## src/rtl/mfm_pkg.sv

```systemverilog
// mfm_pkg: shared types and constants for the MFM read path.
// Sync mark, CRC-16-CCITT constants and a byte-serial CRC step.
package mfm_pkg;

   typedef enum logic [2:0] {
      S_IDLE,
      S_PLLRST,
      S_HUNT,
      S_SYNC,
      S_DATA,
      S_DONE
   } state_t;

   localparam logic [15:0] SYNC_A1    = 16'h4489;
   localparam logic [15:0] CRC_PRESET = 16'hCDB4;
   localparam logic [15:0] CRC_POLY   = 16'h1021;

   function automatic logic [15:0] crc16_byte(
      input logic [15:0] crc,
      input logic [7:0]  d
   );
      logic [15:0] c;
      c = crc ^ {d, 8'h00};
      for (int i = 0; i < 8; i++)
         c = c[15] ? ({c[14:0], 1'b0} ^ CRC_POLY)
                   : {c[14:0], 1'b0};
      return c;
   endfunction

endpackage

```

## src/rtl/mfm_crc16.sv

```systemverilog
// mfm_crc16: byte-serial CRC-16-CCITT accumulator for the data field.
// init reloads the post-sync preset; en folds one byte in.
module mfm_crc16
   import mfm_pkg::*;
(
   input  logic        clk_50,
   input  logic        reset,
   input  logic        init,
   input  logic        en,
   input  logic [7:0]  data,
   output logic [15:0] crc
);

   always_ff @(posedge clk_50 or negedge reset) begin
      if (!reset)
         crc <= CRC_PRESET;
      else if (init)
         crc <= CRC_PRESET;
      else if (en)
         crc <= crc16_byte(crc, data);
   end

endmodule

```

## src/rtl/mfm_read_ctrl.sv

```systemverilog
// mfm_read_ctrl: MFM sector read sequencer (PLL restart, sync hunt, deframe).
// Define MFM_READ_CRC_EN to deliver and check the CRC-16 trailer.
module mfm_read_ctrl
   import mfm_pkg::*;
#(
   parameter int SECTOR_BYTES = 512,
   parameter int HUNT_CELLS   = 16384,
   parameter int RETRIES      = 3,
   parameter int DPLL_RST_CYC = 4
) (
   input  logic       clk_50,
   input  logic       reset,
   input  logic       start,
   input  logic       abort,
   input  logic       clk_5,
   input  logic       raw_mfm,
   output logic       dpll_reset,
   output logic [7:0] byte_data,
   output logic       byte_valid,
   input  logic       byte_ready,
   output logic       busy,
   output logic       done,
   output logic       err_timeout,
   output logic       err_overrun,
   output logic       crc_err
);

`ifdef MFM_READ_CRC_EN
   localparam int FRAME = SECTOR_BYTES + 2;
`else
   localparam int FRAME = SECTOR_BYTES;
`endif
   localparam int BW = $clog2(SECTOR_BYTES + 3);
   localparam int HW = $clog2(HUNT_CELLS + 1);
   localparam int RW = $clog2(RETRIES + 2);
   localparam int CW = $clog2(DPLL_RST_CYC + 1);

   localparam logic [BW-1:0] FRAME_LAST = BW'(FRAME - 1);
   localparam logic [HW-1:0] HUNT_LAST  = HW'(HUNT_CELLS - 1);
   localparam logic [RW-1:0] RETRY_MAX  = RW'(RETRIES);
   localparam logic [CW-1:0] RST_LAST   = CW'(DPLL_RST_CYC - 1);

   state_t state, nstate;

   logic          clk5_q, clk5_qq;
   logic          boundary;
   logic          flag;
   logic          cell_bit;
   logic [14:0]   sh;
   logic [15:0]   sh_next;
   logic [3:0]    phase;
   logic [1:0]    marks;
   logic [6:0]    dbyte;
   logic [HW-1:0] hunt_cnt;
   logic [RW-1:0] retry_cnt;
   logic [CW-1:0] rst_cnt;
   logic [BW-1:0] byte_cnt;

   logic done_d;
   logic to_set;
   logic retry;
   logic sync_hit;
   logic byte_end;
   logic abort_hit;

   // clk_5 is only sampled; each edge of it ends one cell
   assign boundary  = clk5_q ^ clk5_qq;
   assign cell_bit  = flag | raw_mfm;
   assign sh_next   = {sh, cell_bit};
   assign abort_hit = abort && (state != S_IDLE);
   assign sync_hit  = boundary && (state == S_SYNC) &&
                      (phase == 4'd15) && (sh_next == SYNC_A1);
   assign byte_end  = boundary && (state == S_DATA) &&
                      (phase == 4'd15);

   assign busy       = (state != S_IDLE) && (state != S_DONE);
   assign dpll_reset = (state != S_PLLRST);

   always_comb begin
      nstate = state;
      done_d = 1'b0;
      to_set = 1'b0;
      retry  = 1'b0;
      unique case (state)
         S_IDLE:
            if (start) nstate = S_PLLRST;
         S_PLLRST:
            if (rst_cnt == RST_LAST) nstate = S_HUNT;
         S_HUNT:
            if (boundary) begin
               if (sh_next == SYNC_A1) begin
                  nstate = S_SYNC;
               end else if (hunt_cnt == HUNT_LAST) begin
                  if (retry_cnt < RETRY_MAX) begin
                     nstate = S_PLLRST;
                     retry  = 1'b1;
                  end else begin
                     nstate = S_DONE;
                     to_set = 1'b1;
                  end
               end
            end
         S_SYNC:
            if (boundary && (phase == 4'd15)) begin
               if (sh_next != SYNC_A1)
                  nstate = S_HUNT;
               else if (marks == 2'd2)
                  nstate = S_DATA;
            end
         S_DATA:
            if (byte_end && (byte_cnt == FRAME_LAST))
               nstate = S_DONE;
         S_DONE:
            if (!byte_valid) begin
               nstate = S_IDLE;
               done_d = 1'b1;
            end
         default:
            nstate = S_IDLE;
      endcase
      if (abort_hit) begin
         nstate = S_IDLE;
         done_d = 1'b0;
         to_set = 1'b0;
         retry  = 1'b0;
      end
   end

   always_ff @(posedge clk_50 or negedge reset) begin
      if (!reset) begin
         state       <= S_IDLE;
         clk5_q      <= 1'b0;
         clk5_qq     <= 1'b0;
         flag        <= 1'b0;
         sh          <= '0;
         phase       <= '0;
         marks       <= '0;
         dbyte       <= '0;
         hunt_cnt    <= '0;
         retry_cnt   <= '0;
         rst_cnt     <= '0;
         byte_cnt    <= '0;
         byte_data   <= '0;
         byte_valid  <= 1'b0;
         done        <= 1'b0;
         err_timeout <= 1'b0;
         err_overrun <= 1'b0;
      end else begin
         state   <= nstate;
         clk5_q  <= clk_5;
         clk5_qq <= clk5_q;
         done    <= done_d;

         if (boundary) begin
            flag  <= 1'b0;
            sh    <= sh_next[14:0];
            phase <= phase + 4'd1;
            if (phase[0])
               dbyte <= {dbyte[5:0], cell_bit};
         end else if (raw_mfm) begin
            flag <= 1'b1;
         end

         if (state == S_IDLE) begin
            retry_cnt <= '0;
            rst_cnt   <= '0;
            if (start) begin
               err_timeout <= 1'b0;
               err_overrun <= 1'b0;
            end
         end

         if (state == S_PLLRST) begin
            rst_cnt  <= rst_cnt + CW'(1);
            flag     <= 1'b0;
            sh       <= '0;
            phase    <= '0;
            hunt_cnt <= '0;
            byte_cnt <= '0;
         end

         if ((state == S_HUNT) && boundary) begin
            hunt_cnt <= hunt_cnt + HW'(1);
            if (sh_next == SYNC_A1) begin
               marks <= 2'd1;
               phase <= '0;
            end
         end

         if (retry) begin
            retry_cnt <= retry_cnt + RW'(1);
            rst_cnt   <= '0;
         end
         if (to_set)
            err_timeout <= 1'b1;
         if (sync_hit)
            marks <= marks + 2'd1;

         // a byte finishing while the held one is unread is dropped
         if (byte_end) begin
            byte_cnt <= byte_cnt + BW'(1);
            if (byte_valid && !byte_ready) begin
               err_overrun <= 1'b1;
            end else begin
               byte_data  <= {dbyte, cell_bit};
               byte_valid <= 1'b1;
            end
         end else if (byte_valid && byte_ready) begin
            byte_valid <= 1'b0;
         end

         if (abort_hit)
            byte_valid <= 1'b0;
      end
   end

`ifdef MFM_READ_CRC_EN
   logic [15:0] crc;
   logic        crc_init;

   assign crc_init = (state == S_SYNC) && (nstate == S_DATA);

   mfm_crc16 u_crc (
      .clk_50 (clk_50),
      .reset  (reset),
      .init   (crc_init),
      .en     (byte_end),
      .data   ({dbyte, cell_bit}),
      .crc    (crc)
   );

   // trailer included, so a clean sector leaves a zero residue
   always_ff @(posedge clk_50 or negedge reset) begin
      if (!reset)
         crc_err <= 1'b0;
      else if ((state == S_IDLE) && start)
         crc_err <= 1'b0;
      else if (done_d)
         crc_err <= !err_timeout && (crc != 16'h0000);
   end
`else
   assign crc_err = 1'b0;
`endif

endmodule

```

## config.mk

```make
export PLATFORM = sky130hd
export DESIGN_NAME = mfm_read_ctrl
export DESIGN_NICKNAME = d
export VERILOG_FILES = /design/src/rtl/mfm_pkg.sv /design/src/rtl/mfm_crc16.sv /design/src/rtl/mfm_read_ctrl.sv
export SDC_FILE = /design/constraint.sdc
export NUM_CORES = 1
export LEC_CHECK = 0
export BUFFER_PORTS_ARGS = -buffer_cell sky130_fd_sc_hd__buf_2
export CORE_ASPECT_RATIO = 1.2
export CORE_MARGIN = 8
export CORE_UTILIZATION = 30
export CTS_CLUSTER_DIAMETER = 30
export DETAILED_ROUTE_END_ITERATION = 8
export GPL_TIMING_DRIVEN = 0
export PLACE_DENSITY = 0.48
export SYNTH_ARGS = -nofsm -noshare
export SYNTH_HDL_FRONTEND = slang
export SYNTH_SLANG_ARGS = --single-unit
export TNS_END_PERCENT = 20
```

## constraint.sdc

```tcl
create_clock -name clk_50 -period 2.4 [get_ports clk_50]
set_clock_uncertainty 0.05 [all_clocks]
set_input_delay 0.24 -clock clk_50 [delete_from_list [all_inputs] [get_ports clk_50]]
set_output_delay 0.24 -clock clk_50 [all_outputs]
set_load 0.005 [all_outputs]
```

* Word level (Yosys, flattened, before mapping)
Index checks and enable logic that the tools add are counted.
** Cells by class
- Reduce and logical (&&, ||, !) cells :: 32
- Equal/unequal tests :: 23
- Order comparisons :: 1
- Add/sub/neg operators :: 6
- Muxes and demuxes :: 59
- Bitwise operators :: 3
** Operator list (number)
- 2-to-1 mux 15 bit :: 4
- 2-to-1 mux 3 bit :: 16
- 2-to-1 mux 1 bit :: 29
- 2-to-1 mux 10 bit :: 2
- inequality test 3 bit, second input constant :: 6
- one-hot mux 3 bit (6 select lines) :: 1
- equality test 16 x 15 -> 1 bit, second input constant :: 1
- 2-to-1 mux 4 bit :: 4
- inequality test 16 x 15 -> 1 bit, second input constant :: 1
- nonzero test 2 bit :: 8
- adder 15 x 1 -> 15 bit, second input constant :: 1
- equality test 15 x 14 -> 1 bit, second input constant :: 1
- logical AND 1 bit :: 12
- nonzero test 3 bit :: 4
- adder 10 x 1 -> 10 bit, second input constant :: 1
- equality test 10 x 9 -> 1 bit, second input constant :: 1
- AND reduction 2 bit :: 5
- equality test 3 x 2 -> 1 bit, second input constant :: 3
- AND reduction 8 bit :: 1
- adder 3 x 1 -> 3 bit, second input constant :: 2
- equality test 3 bit, second input constant :: 2
- 2-to-1 mux 2 bit :: 3
- inequality test 3 x 2 -> 1 bit, second input constant :: 2
- adder 4 x 1 -> 4 bit, second input constant :: 1
- other kinds (13) :: 13
** Word-level totals
- Register bits :: 77
- Input port bits :: 7
- Word-level logic and storage cells :: 141
- Output and inout port bits :: 15

* Depth between registers and ports, before layout
- Depth in word-level cells :: 9
- Depth in mapped cells :: 9
- Depth with buffers taken out :: 8

* Worst setup path before layout
Ideal clock, no wire load.
- Path type :: register to register
- Start point :: register clk5_q
- End point :: register dbyte[1]
- Setup time :: 125 ps
- Buffers on the path :: 3
- Path slack :: 323 ps
- Clock period less this slack :: 2077 ps
- Stages on the path, launching flop included :: 8
- Required time :: 2225 ps
- Arrival time :: 1902 ps
- Cells stage by stage :: dfrtp_1 > xnor2_1 > buf_2 > inv_1 > buf_1 > ha_1 > clkbuf_1 > mux2_2
** On the way
- Longest elaborated chain between the ends :: 2
** RTL lines
- start, declared :: RTL line mfm_read_ctrl.sv:45 : logic clk5_q, clk5_qq;
- start signal, assigned :: RTL line mfm_read_ctrl.sv:150 : clk5_q <= clk_5;
- bitwise XOR 1 bit :: RTL line mfm_read_ctrl.sv:67 : assign boundary = clk5_q ^ clk5_qq;
- AND reduction 2 bit (no line)
- end signal, assigned :: RTL line mfm_read_ctrl.sv:159 : dbyte <= {dbyte[5:0], cell_bit};
- end, declared :: RTL line mfm_read_ctrl.sv:53 : logic [6:0] dbyte;
Every way passes these cells.
A chain may end at the register's enable or synchronous reset.

* Worst setup path in the final report
- Start point :: register state[1]
- End point :: output port dpll_reset
** On the way
- Longest elaborated chain between the ends :: 1
** RTL lines
- start, declared :: RTL line mfm_read_ctrl.sv:43 : state_t state, nstate;
- start signal, assigned :: RTL line mfm_read_ctrl.sv:149 : state <= nstate;
- inequality test 3 x 1 -> 1 bit :: RTL line mfm_read_ctrl.sv:77 : assign dpll_reset = (state != S_PLLRST);
- end, declared :: RTL line mfm_read_ctrl.sv:17 : output logic dpll_reset,
Every way passes these cells.

==> out/results.ini <==
[layout]
num_antenna_cells = 0
multi_input_area_um2 = 1709
area_growth_pct = 17.41
final_common_cell = dfrtp_1
layout_common_cells = dfrtp_1, nand2_1, o21ai_0, buf_2, nor2_1
finalNetCount = 419
regArea_um2 = 1927
n_fill_cell = 1245
finalCoreUtilization_pct = 36.08
fin_area_um2 = 4370
drive_gt1_share_pct = 17.85

[timing]
max_slew_margin_pct = 66.04
period_share_pct = 93.85
max_freq_mhz = 444.0
rsz0062_at_grt = true
final_max_slew_viol_count = 0
finalCriticalPeriod_ns = 2.253
worst_slew_pin_slew_ns = 0.5041
fin_hold_ws_ns = 0.1653
setup_violations = 0
finalHoldViolations = 0

[clock_tree]
htree_levels = 3
cts_max_path_buffers = 2
cts_root_buffer = clkbuf_16
cts_sinks = 77
cts_buffers = 9
cts_tree = done
insertion_delay_ns = 0.33
clk_pin_slew_worst_paths_ns = 0.06

[grt]
grt_pass1_vias = 2836
grt_max_degree = 59
grt_pass1_wl_mm = 13.70
grt_antenna_before_repair = 0
gr-total-overflow = 0
grtUsageTotal_pct = 10.15

[critical_path]
required_ns = 2.11
critical-path-top-delay-family = buffers and inverters
critPathMaxFanout = 10
path_cells = clkbuf_1 > nor3b_4 > inv_1 > clkbuf_2 > buf_2
rr_endpoint = dbyte[6]
ff2ff_path_depth = 6
critical_path_class = flop to primary output
cp.depth = 5
critPathLaunchType = flop
reg2reg_slack_ns = 0.23
crit_end = dpll_reset
cp_slowest_stage_delay_ns = 0.43
cpMaxStageDelayCell = dfrtp_1
cp-startpoint = state[1]
path_buf_inv = 4
worstPathArrival_ns = 1.96
worst_setup_path_end_kind = primary output
reg2reg_from = clk5_q

[drt]
num_vias = 2797
drc = 0
first_pass_iters = 4
via_per_inst = 4.907
drtIter0Drc = 131
routed_wl_mm = 7.874
ant_nets = 0
wl_per_cell_um = 13.81

[logic_synthesis]
synth_flop_cell = dfrtp_1
synth.distinct_cells = 62
avgSynthCellArea_um2 = 10.03
yosysSeqAreaShare_pct = 51.76
syn-instance-count = 371
async_flop_share_pct = 100.0
syn_nets = 386
synth_top_area_share_pct = 51.76
synth_seq_cells = 77
ys_warn_count = 0
synth_area_um2 = 3722
synth_edf_count = 0
synthTopCellsByArea = dfrtp_1, nand2_1, o21ai_0, mux2_2, a21oi_1
yosysTopAreaCell = dfrtp_1

[power_and_ir_drop]
powerDensity_nw_per_um2 = 858.3
ir_drop_v = 0.0003249
p_leak_uw = 0.001956
finalPower_uw = 3751

[placement]
place_hpwl_mm = 5.527
portBuffers = 19
placed_area_um2 = 4049
gp_congestion = 0.7618

[floorplanning]
die_w_um = 117.7
start_util_pct = 30.73
die_y_um = 138.0
core_area_um2 = 12110
ios = 22
num_rows = 44
die_area_um2 = 16240

[worst_hold_path]
hold_class = input pin to flop
hold_path_depth = 2

[job]
drv_cap = 0

[status]
outcome = finished clean

[logic make-up (layout without fill, tap and decap cells)]
group                    after synthesis  in the layout  synth area share, %
flip-flops                            77             77                51.76
buffers and inverters                 22             60                2.487
adder cells (fa/ha/maj)                8              8                2.689
AO/OA/AOI/OAI                         81             81                13.58
other                                  1              1               0.1007
multiplexers                          22             22                6.487
AND/OR/NAND/NOR                      154            154                21.48
XOR/XNOR                               6              6                1.412
[stage by stage]
| stage | std cells | setup TNS, ns | worst slack, ns |
|---|---|---|---|
| after detailed placement | 552 | -1.341 | -0.1655 |
| after global placement | 551 | -0.8094 | -0.1324 |
| final | 570 | 0 | 0.1475 |
| after global routing | 570 | -0.01882 | -0.01882 |
| after floorplan | 371 | 0 | 0.3234 |
| after CTS | 571 | 0 | 0.08300 |
[timing repair]
action,in CTS,in global routing
endpoints found under the setup margin,16,10
pin swaps,1,1
setup buffers,1,0
resized for setup,3,1
hold buffers,2,0
endpoints found under the hold margin,20,0
[synthesized netlist by cell type, types with 4 or more instances]
cell,n
nand2_1,72
nor2_1,23
ha_1,8
a21oi_1,20
nand4_1,6
dfrtp_1,77
buf_1,4
o21ai_0,34
or3_1,4
buf_2,5
inv_1,6
and3_1,8
o31ai_1,4
mux2_2,13
clkbuf_1,6
mux2i_1,8
nand3_1,11
[routing by layer]
metal | up-vias | wire, um | global-route usage [%]
met3 | 12 | 313 | 2.729
met2 | 44 | 3597 | 15.88
met5 | - | 0 | 0
met4 | 0 | 136 | 4.257
met1 | 1361 | 3826 | 12.93
li1 | 1380 | - | -
[area by class of cell]
type                    count  share of cell area, %
inverters                   6                 0.5153
plain buffers              15                  1.603
clock inverters             7                  1.431
repair buffers             23                  3.493
flip-flops and latches     77                  44.09
multi-input cells         272                  39.11
well taps                 161                  4.609
clock buffers               9                  5.153
[worst min-delay path by stage]
| stage | start | end | slack [ns] |
|---|---|---|---|
| final | abort | state[2] | 0.17 |
| after global routing | abort | state[2] | 0.17 |
| after CTS | abort | state[2] | 0.15 |
| after detailed placement | reset | sh[8] | 0.1 |
| after global placement | clk_5 | clk5_q | 0.30 |
| after floorplan | reset | byte_cnt[0] | -0.11 |
[power by group]
group / leakage [uW] / switching, uW / internal, uW / total (uW)
Combinational: 0.000785 / 542 / 327 / 869
Clock: 0.000139 / 588 / 724 / 1310
Sequential: 0.00103 / 114 / 1460 / 1570
[state kept, by name (all words and copies together), names as in the netlist, 3 cells and up]
signal     flops
byte_cnt      10
byte_data      8
dbyte          7
hunt_cnt      15
phase          4
retry_cnt      3
rst_cnt        3
sh            15
state          3
No activity file was read; power rests on OpenSTA's default activity.
